<file path="src/rtl/onehot_sequencer.sv">
// Registered index holder driving N one-hot or thermometer select lines, with
// up/down walking of the selected bit on a step strobe and wrap/error pulses.
module onehot_sequencer #(
    parameter int K = 6,
    parameter int N = 64
) (
    input  logic         wb_clk_i,
    input  logic         wb_rst_i,
    input  logic         enable,
    input  logic [1:0]   mode,
    input  logic         in_valid,
    output logic         in_ready,
    input  logic [K-1:0] in_idx,
    input  logic         step,
    output logic [N-1:0] out,
    output logic [K-1:0] out_idx,
    output logic         active,
    output logic         wrap,
    output logic         err
);

    localparam logic [K-1:0] LAST  = K'(N - 1);
    localparam logic [K:0]   N_EXT = (K+1)'(N);

    typedef enum logic {IDLE, HOLD} state_t;

    state_t       state, state_d;
    logic [K-1:0] cur, cur_d;
    logic [N-1:0] out_d;
    logic         wrap_d, err_d;
    logic         accept;

    assign in_ready = enable;
    assign accept   = in_valid & enable;
    assign out_idx  = cur;
    assign active   = (state == HOLD);

    always_ff @(posedge wb_clk_i or posedge wb_rst_i) begin
        if (wb_rst_i) begin
            state <= IDLE;
            cur   <= '0;
            out   <= '0;
            wrap  <= 1'b0;
            err   <= 1'b0;
        end else begin
            state <= state_d;
            cur   <= cur_d;
            out   <= out_d;
            wrap  <= wrap_d;
            err   <= err_d;
        end
    end

    // Accept has priority over step; wrap arithmetic is modulo N, not 2**K.
    always_comb begin
        state_d = state;
        cur_d   = cur;
        wrap_d  = 1'b0;
        err_d   = 1'b0;
        if (accept) begin
            if ({1'b0, in_idx} < N_EXT) begin
                cur_d   = in_idx;
                state_d = HOLD;
            end else begin
                state_d = IDLE;
                err_d   = 1'b1;
            end
        end else if (enable && state == HOLD && step) begin
            if (mode == 2'b01) begin
                if (cur == LAST) begin
                    cur_d  = '0;
                    wrap_d = 1'b1;
                end else begin
                    cur_d = cur + K'(1);
                end
            end else if (mode == 2'b10) begin
                if (cur == '0) begin
                    cur_d  = LAST;
                    wrap_d = 1'b1;
                end else begin
                    cur_d = cur - K'(1);
                end
            end
        end
    end

    // Output is encoded from next-state values so it lines up with out_idx.
    always_comb begin
        out_d = '0;
        if (enable && state_d == HOLD) begin
            for (int i = 0; i < N; i++) begin
                if (mode == 2'b11) out_d[i] = (K'(i) <= cur_d);
                else               out_d[i] = (K'(i) == cur_d);
            end
        end
    end

endmodule

</file>
<file path="config.mk">
export PLATFORM = sky130hd
export DESIGN_NAME = onehot_sequencer
export DESIGN_NICKNAME = d
export VERILOG_FILES = /design/src/rtl/onehot_sequencer.sv
export SDC_FILE = /design/constraint.sdc
export NUM_CORES = 1
export LEC_CHECK = 0
export ABC_CLOCK_PERIOD_IN_PS = 5800
export BUFFER_PORTS_ARGS = -buffer_cell sky130_fd_sc_hd__buf_4
export CELL_PAD_IN_SITES_DETAIL_PLACEMENT = 1
export CELL_PAD_IN_SITES_GLOBAL_PLACEMENT = 1
export CORE_MARGIN = 4
export CORE_UTILIZATION = 35
export CTS_BUF_LIST = sky130_fd_sc_hd__clkbuf_16
export CTS_CLUSTER_DIAMETER = 50
export CTS_CLUSTER_SIZE = 28
export DETAILED_ROUTE_END_ITERATION = 10
export GPL_ROUTABILITY_DRIVEN = 0
export PLACE_DENSITY_LB_ADDON = 0.1
export REMOVE_ABC_BUFFERS = 1
export SYNTH_ARGS = -nofsm -noshare
export SYNTH_HDL_FRONTEND = slang
export SYNTH_SLANG_ARGS = --single-unit
</file>
<file path="constraint.sdc">
create_clock -name wb_clk_i -period 5.8 [get_ports wb_clk_i]
set_clock_uncertainty 0.05 [all_clocks]
set_input_delay 0.58 -clock wb_clk_i [delete_from_list [all_inputs] [get_ports wb_clk_i]]
set_output_delay 0.58 -clock wb_clk_i [all_outputs]
set_load 0.03 [all_outputs]
</file>
# After elaboration in Yosys (flattened, before gate mapping)
# Index checks and enable logic that the tools add are counted.
# word_totals
reg_bits	72
# classes
add_sub_neg	2
magnitude_cmp	64
eq_ne	67
mux	78
bitwise	1
n_reduce_logical	5
# op_table
cell	n
$eq A6 B6 Y1 const A	32
$le A6 B6 Y1 const A	32
$eq A5 B6 Y1 const A	16
$le A5 B6 Y1 const A	16
$mux W1	71
$mux W64	1
$eq A4 B6 Y1 const A	8
$le A4 B6 Y1 const A	8
$mux W6	6
$eq A3 B6 Y1 const A	4
$le A3 B6 Y1 const A	4
$eq A2 B6 Y1 const A	2
$le A1 B6 Y1 const A	2
$le A2 B6 Y1 const A	2
$logic_not A6 Y1	2
$add A6 B1 Y6 const B	1
$eq A1 B6 Y1 const A	1
$eq A6 B6 Y1 const B	1
$sub A6 B1 Y6 const B	1
$eq A2 B2 Y1 const B	2
$logic_and A1 B1 Y1	3
$eq A2 B1 Y1 const B	1
$and A1 B1 Y1	1

# Logic depth before layout (Yosys ltp)
# Gate-level depths: netlist of run 1.
# logic_depth
word_depth	9
depth_mapped	13
mapped_depth_nobuf	10

# Worst setup path before layout of run 1
# No wires, ideal clock.
# synth_timing
path_type	register to register
from	register cur[0], in the netlist out_idx[0]
to	register out[54]
setup_time_ns	0.132
arrival_time_ns	2.640
required_ns	5.618
setup_slack_ns	2.978
stages_incl_launch_ff	14
n_path_buf	3
period_less_slack_ns	2.822
path_cell_list	dfrtp_1 -> buf_2 -> inv_1 -> ha_1 -> nor4b_4 -> nor4_1 -> or4_1 -> o32a_1 -> buf_6 -> clkinv_2 -> buf_6 -> nor3_1 -> a22oi_1 -> nor2_1
# synth_between
elab_chain_cells	9
# synth_lines
element	line	text
start, declared	28	logic [K-1:0] cur, cur_d;
start signal, assigned	47	cur <= cur_d;
$sub A6 B1 Y6 or $logic_not A6 Y1 (tied branches)	81, 77	
$mux W6	77	if (cur == '0) begin
$mux W6	76	end else if (mode == 2'b10) begin
$mux W6 *	69	if (mode == 2'b01) begin
$mux W6 *	68	end else if (enable && state == HOLD && step) begin
$mux W6 *	60	if (accept) begin
via cur_d[3]	28	
$le A6 B6 Y1 or $eq A6 B6 Y1 (tied branches)	92, 93	
$mux W1 *	92	if (mode == 2'b11) out_d[i] = (K'(i) <= cur_d);
$mux W64 *	90	if (enable && state_d == HOLD) begin
via out_d[54]	29	logic [N-1:0] out_d;
end signal, assigned	48	out <= out_d;
end, declared	15	output logic [N-1:0] out,
# The timed path passes the listed nets; every way through them passes the cells marked *.

# Worst setup path after layout of run 1
# layout_timing
from	register cur[0], in the netlist out_idx[0]
to	register out[14]
# layout_between
elab_chain_cells	9
# layout_lines
element	line
$sub A6 B1 Y6 or $logic_not A6 Y1 (tied branches)	81, 77
$mux W6	77
$mux W6	76
$mux W6	69
$mux W6 *	68
$mux W6 *	60
$le A4 B6 Y1 or $eq A4 B6 Y1 (tied branches)	92, 93
$mux W1 *	92
$mux W64 *	90
via out_d[14]	29
# Marks and branches as above.

==> run summary, run 1 <==
outcome = finished, final reports clean
GR Layer Usage met2 = 31.9%
minimum clock period = 3.94 ns
launch point of the worst reg-to-reg path = out_idx[0]
critical path class = reg2reg
clk sink count = 72
sequential share of power = 37.3%
Internal = 0.979 mW
PostCTS Resize Cnt = 0
area fraction of the dominant cell type after synthesis = 50.5%
worst hold path type = in2async
first-pass GRT wire length = 19,100 um
final hold vios = 0
simple-gate portion of the synthesized area = 22.4%
Slew @ Worst Pin = 0.857 ns
VDD IR-drop max = 0.138 mV
GR Util met3 = 5.27%
starting density of the core = 36.2%
Setup Total Neg Slack = 0 ns
final setup vio count = 0
Seq cells post-synth = 72
WP data required = 5.97 ns
DR iter-0 viols = 197
Post-Syn Instances = 388
port buffer count = 85
post-synthesis mux area share = 1.72%
H-tree depth = 3
vias in the first global route = 3,406
Filler cells = 1,140
Cell Area, Synth = 3570 sq um
P&R area growth vs syn = 26.7%
crit path DAT = 4.11 ns
most frequent cells in the layout = buf_4, dfrtp_1, nand2_1, a21oi_1, nor2_1
CP Capture Type = register
CTS tree = yes
Post-Route WL = 11,900 um
RR Endpoint = out[14]
Reg2Reg Depth = 9
layout cells sized above 1 = 25.4%
startpoint types = register
fin util = 45.8%
DR DRC count = 0
synth unique cells = 64
top cells by area, synth = dfrtp_1, a21oi_1, nand2_1
PwrDens = 334 nW/um^2
RSZ-0062 raised after global routing = no
Post-synth EDFFs = 0
die height = 109 um
largest net degree at the start of global routing = 73
Adder-Cell Fraction of Synth Area = 0.701%
Vias = 3,272
Post-synth top flop = dfrtp_1
Slew Viols, Final = 0
met1 Use GR = 29.6%
die area = 11,900 sq um
Max-cap violations = 0
Comb pwr share = 27.2%
hold bufs inserted after CTS = 0
Synth Area in Compound Gates = 18.1%
Async SR Flop Fraction = 100%
total power = 1.51 mW
Max Clk Rate = 0.254 GHz
Final ANT Viol Nets = 0
largest family of logic cells by synthesized area = simple AND/OR/NAND/NOR gates
Leak = 2.09 nW
clock buffer depth = 2
n_diodes = 0
Seq/Total Area, Yosys = 50.5%
antenna violations before repair = 0
wire per inst = 20.0 um
CTS root buf = clkbuf_16
Worst-Skew Late Latency = 0.34 ns
area leader, netlist = dfrtp_1
Post-Synth XOR/XNOR Area = 0.491%
nets = 471
period utilisation layout = 67.9%
DPL Wire Length = 8180 um
Worst Path Max Fanout = 22
synthesized area per cell = 9.20 sq um
row count = 36
first drt pass iteration count = 5
boundary pin count = 87
vias per cell = 5.52
CTS Buf Count = 9
sw frac = 35.2%
Die Wd = 109 um
Post-CTS Setup Repair Bufs = 0
worst relative slew slack = 42.8%
Reg clk slew, reported paths = 0.06 ns
most utilized layer in the global route result = met2
global-route usage over all layers = 21.1%
core footprint = 9860 sq um
remaining global-route overflow = 0
most common cell after layout, fill and taps aside = buf_4
Worst R2R Setup Slack = 1.86 ns
Clk pwr share = 35.6%
P_sw = 0.532 mW
synth warn = 0
==> cell families (layout without fill, tap and decap cells) <==
family / Yosys count / count (layout)
adder cells (fa/ha/maj): 2 / 2
flip-flops: 72 / 72
AND/OR/NAND/NOR: 159 / 159
buffers and inverters: 44 / 116
AO/OA/AOI/OAI: 102 / 102
XOR/XNOR: 2 / 2
multiplexers: 6 / 6
other: 1 / 1
==> power by group through the flow <==
stage          registers, mW  logic [mW]  clock network (mW)
6_report               0.563       0.411               0.538
5_1_grt                0.567       0.445               0.571
4_1_cts                0.563       0.410               0.545
3_5_place_dp           0.571       0.408                   0
3_3_place_gp           0.571       0.404                   0
2_1_floorplan          0.631       0.193                   0
==> cell usage after synthesis, types with 3 or more instances <==
cell type and number:
and3_1 6, a21oi_1 50, nor3_1 21, nor2_1 31
and2_1 3, mux2i_1 5, buf_6 4, clkbuf_1 17
a211oi_1 5, dfrtp_1 72, nand2b_1 3, inv_1 11
o21ai_0 15, nor3b_1 4, buf_4 3, nor4_1 4
nand3_1 19, buf_2 6, nand2_1 52
==> critical path: stages (launching register included) <==
cell and delay [ns]:
dfrtp_1 0.50, ha_1 0.29, and3b_1 0.19, a32oi_1 0.24, mux2_2 0.18, and2_1 0.56
inv_1 0.57, nor2_1 0.75, nand2_1 0.13, a221oi_1 0.34
==> state kept, by name, summed over array words and instances (netlist names) <==
name	count
wrap	1
out_idx	6
active	1
out	64
==> final cells by class <==
class | count | area (sq um) | share of cell area, %
timing repair buffer | 88 | 661 | 14.6
multi-input combinational | 272 | 1560 | 34.4
clock buffer | 9 | 225 | 4.98
clock inverter | 6 | 62.6 | 1.38
sequential | 72 | 1800 | 39.8
inverter | 13 | 50.0 | 1.11
tap | 133 | 166 | 3.68
==> metrics by stage <==
stage	setup slack, ns	hold slack (ns)	cell area, sq um	instances
after floorplan	2.63	0.687	3400	357
after global placement	1.84	0.556	4230	578
after detailed placement	1.75	0.569	4230	578
after CTS	1.89	0.500	4520	593
after global routing	1.62	0.572	4520	593
final	1.86	0.466	4520	593
==> layer usage <==
layer / vias up / wire length [um]
met3: 21 / 800
met2: 115 / 5440
li1: 1505 / -
met1: 1631 / 5430
met5: - / 0
met4: 0 / 201
==> how the worst max path moves through the flow <==
stage | startpoint | end | slack (ns)
floorplan | out_idx[0] | out[2] | 2.63
global placement | mode[0] | out[14] | 1.84
detailed placement | mode[0] | out[14] | 1.75
CTS | out_idx[0] | out[14] | 1.89
global route | out_idx[0] | out[14] | 1.62
finish | out_idx[0] | out[14] | 1.86
No activity file was read; power rests on OpenSTA's default activity.
==> run 2: changes to the inputs <==
ABC_CLOCK_PERIOD_IN_PS = 4050   (was 5800)
clock period = 4.05 ns   (was 5.8 ns; I/O delays follow)
==> run summary, run 2 (synthesis results as in run 1) <==
CTS tree = yes (unchanged)
DR DRC count = 0 (unchanged)
Post-CTS Setup Repair Bufs = 0 (unchanged)
PwrDens = 477 nW/um^2 (was 334 nW/um^2)
total power = 2.19 mW (was 1.51 mW)
largest net degree at the start of global routing = 42 (was 73)
Sequential cell area = 1800 sq um (unchanged)
RSZ-0062 raised after global routing = no (unchanged)
wire per inst = 19.9 um (was 20.0 um)
Filler cells = 1,148 (was 1,140)
PostCTS Resize Cnt = 0 (unchanged)
first-pass GRT wire length = 18,900 um (was 19,100 um)
fin area = 4590 sq um (was 4520 sq um)
vias in the first global route = 3,424 (was 3,406)
Worst R2R Setup Slack = 0.91 ns (was 1.86 ns)
critical path class = reg2reg (unchanged)
P&R area growth vs syn = 28.6% (was 26.7%)
antenna violations before repair = 0 (unchanged)
H-tree depth = 3 (unchanged)
fin cells = 602 (was 593)
Die Wd = 109 um (unchanged)
Reg clk slew, reported paths = 0.06 ns (about the same)
period utilisation layout = 77.5% (was 67.9%)
worst relative slew slack = 47.4% (was 42.8%)
startpoint types = register (unchanged)
DPL Wire Length = 8370 um (was 8180 um)
launch point of the worst reg-to-reg path = out_idx[0] (unchanged)
worst hold path type = in2async (unchanged)
layout cells sized above 1 = 26.9% (was 25.4%)
global-route usage over all layers = 20.9% (was 21.1%)
final hold vios = 0 (unchanged)
outcome = finished, final reports clean (unchanged)
hold bufs inserted after CTS = 0 (unchanged)
Slew Viols, Final = 0 (unchanged)
final setup vio count = 0 (unchanged)
row count = 36 (unchanged)
placed insts = 587 (was 578)
VDD IR-drop max = 0.218 mV (was 0.138 mV)
crit path DAT = 3.31 ns (was 4.11 ns)
remaining global-route overflow = 0 (unchanged)
Reg2Reg Depth = 10 (was 9)
minimum clock period = 3.14 ns (was 3.94 ns)
Worst-Skew Late Latency = 0.33 ns (was 0.34 ns)
n_diodes = 0 (unchanged)
port buffer count = 85 (unchanged)
Hold Slack = 0.134 ns (was 0.466 ns)
Max Clk Rate = 0.319 GHz (was 0.254 GHz)
WP data required = 4.22 ns (was 5.97 ns)
Worst Path Max Fanout = 16 (was 22)
starting density of the core = 36.2% (unchanged)
CTS Buf Count = 9 (unchanged)
CP Capture Type = register (unchanged)
first drt pass iteration count = 4 (was 5)
Biggest register = out (unchanged)
Vias = 3,309 (was 3,272)
most frequent cells in the layout = buf_4, dfrtp_1, nand2_1, a21oi_1, nor2_1 (unchanged)
RR Endpoint = out[47] (was out[14])
die height = 109 um (unchanged)
DR iter-0 viols = 212 (was 197)
Setup Total Neg Slack = 0 ns (unchanged)
max FFs per register = 64 (unchanged)
most common cell after layout, fill and taps aside = buf_4 (unchanged)
CTS root buf = clkbuf_16 (unchanged)
die area = 11,900 sq um (unchanged)
vias per cell = 5.50 (was 5.52)
Slew @ Worst Pin = 0.783 ns (was 0.857 ns)
clock buffer depth = 2 (unchanged)
boundary pin count = 87 (unchanged)
Final ANT Viol Nets = 0 (unchanged)
core footprint = 9860 sq um (unchanged)
Max-cap violations = 0 (unchanged)
Leak = 2.14 nW (was 2.09 nW)
nets = 480 (was 471)
clk sink count = 72 (unchanged)
Multi-input gate area = 1560 sq um (unchanged)
Post-Route WL = 12,000 um (was 11,900 um)
Cell Area, Placed = 4300 sq um (was 4230 sq um)
## run 2: final cells by class
class                   count  area share (%)
clock buffers               9            4.91
clock inverters             6            1.34
inverters                  13            1.09
multi-input cells         272            33.9
flip-flops and latches     72            39.3
well taps                 133            3.63
repair buffers             97            15.9
## run 2: report_power, final
part	internal, mW	total (mW)	switching (mW)
Combinational	0.183	0.613	0.431
Sequential	0.765	0.804	0.0388
Clock	0.472	0.769	0.298
Total	1.42	2.19	0.768
## run 2: how the worst max path moves through the flow
stage | startpoint | endpoint | slack [ns]
2_1_floorplan | out_idx[0] | out[2] | 0.88
5_1_grt | out_idx[0] | out[20] | 0.69
3_5_place_dp | out_idx[0] | out[47] | 0.96
4_1_cts | out_idx[0] | out[47] | 0.95
6_report | out_idx[0] | out[47] | 0.91
3_3_place_gp | out_idx[0] | out[54] | 1.0
## run 2: routing by layer
layer  up-vias  share of wire (%)  GRT usage (%)
li1       1518                  -              -
met2       110                 47           32.9
met1      1665                 46           28.8
met3        16                5.0           3.79
met5         -                  0              0
met4         0                1.8           7.84
## run 2: critical path, stage by stage (launching register included)
cell	delay, ns
dfrtp_1	0.47
inv_1	0.10
ha_1	0.22
nor4b_4	0.26
nor4_1	0.07
or4_1	0.50
o32a_1	0.33
buf_4	0.22
nor2_1	0.38
nand3_1	0.14
a21oi_1	0.26
## run 2: stage by stage
stage / worst slack, ns / util [%]
2_1_floorplan: 0.882 / -
3_3_place_gp: 0.996 / 43.6
3_5_place_dp: 0.957 / 43.6
4_1_cts: 0.945 / 46.5
5_1_grt: 0.688 / 46.5
6_report: 0.912 / 46.5
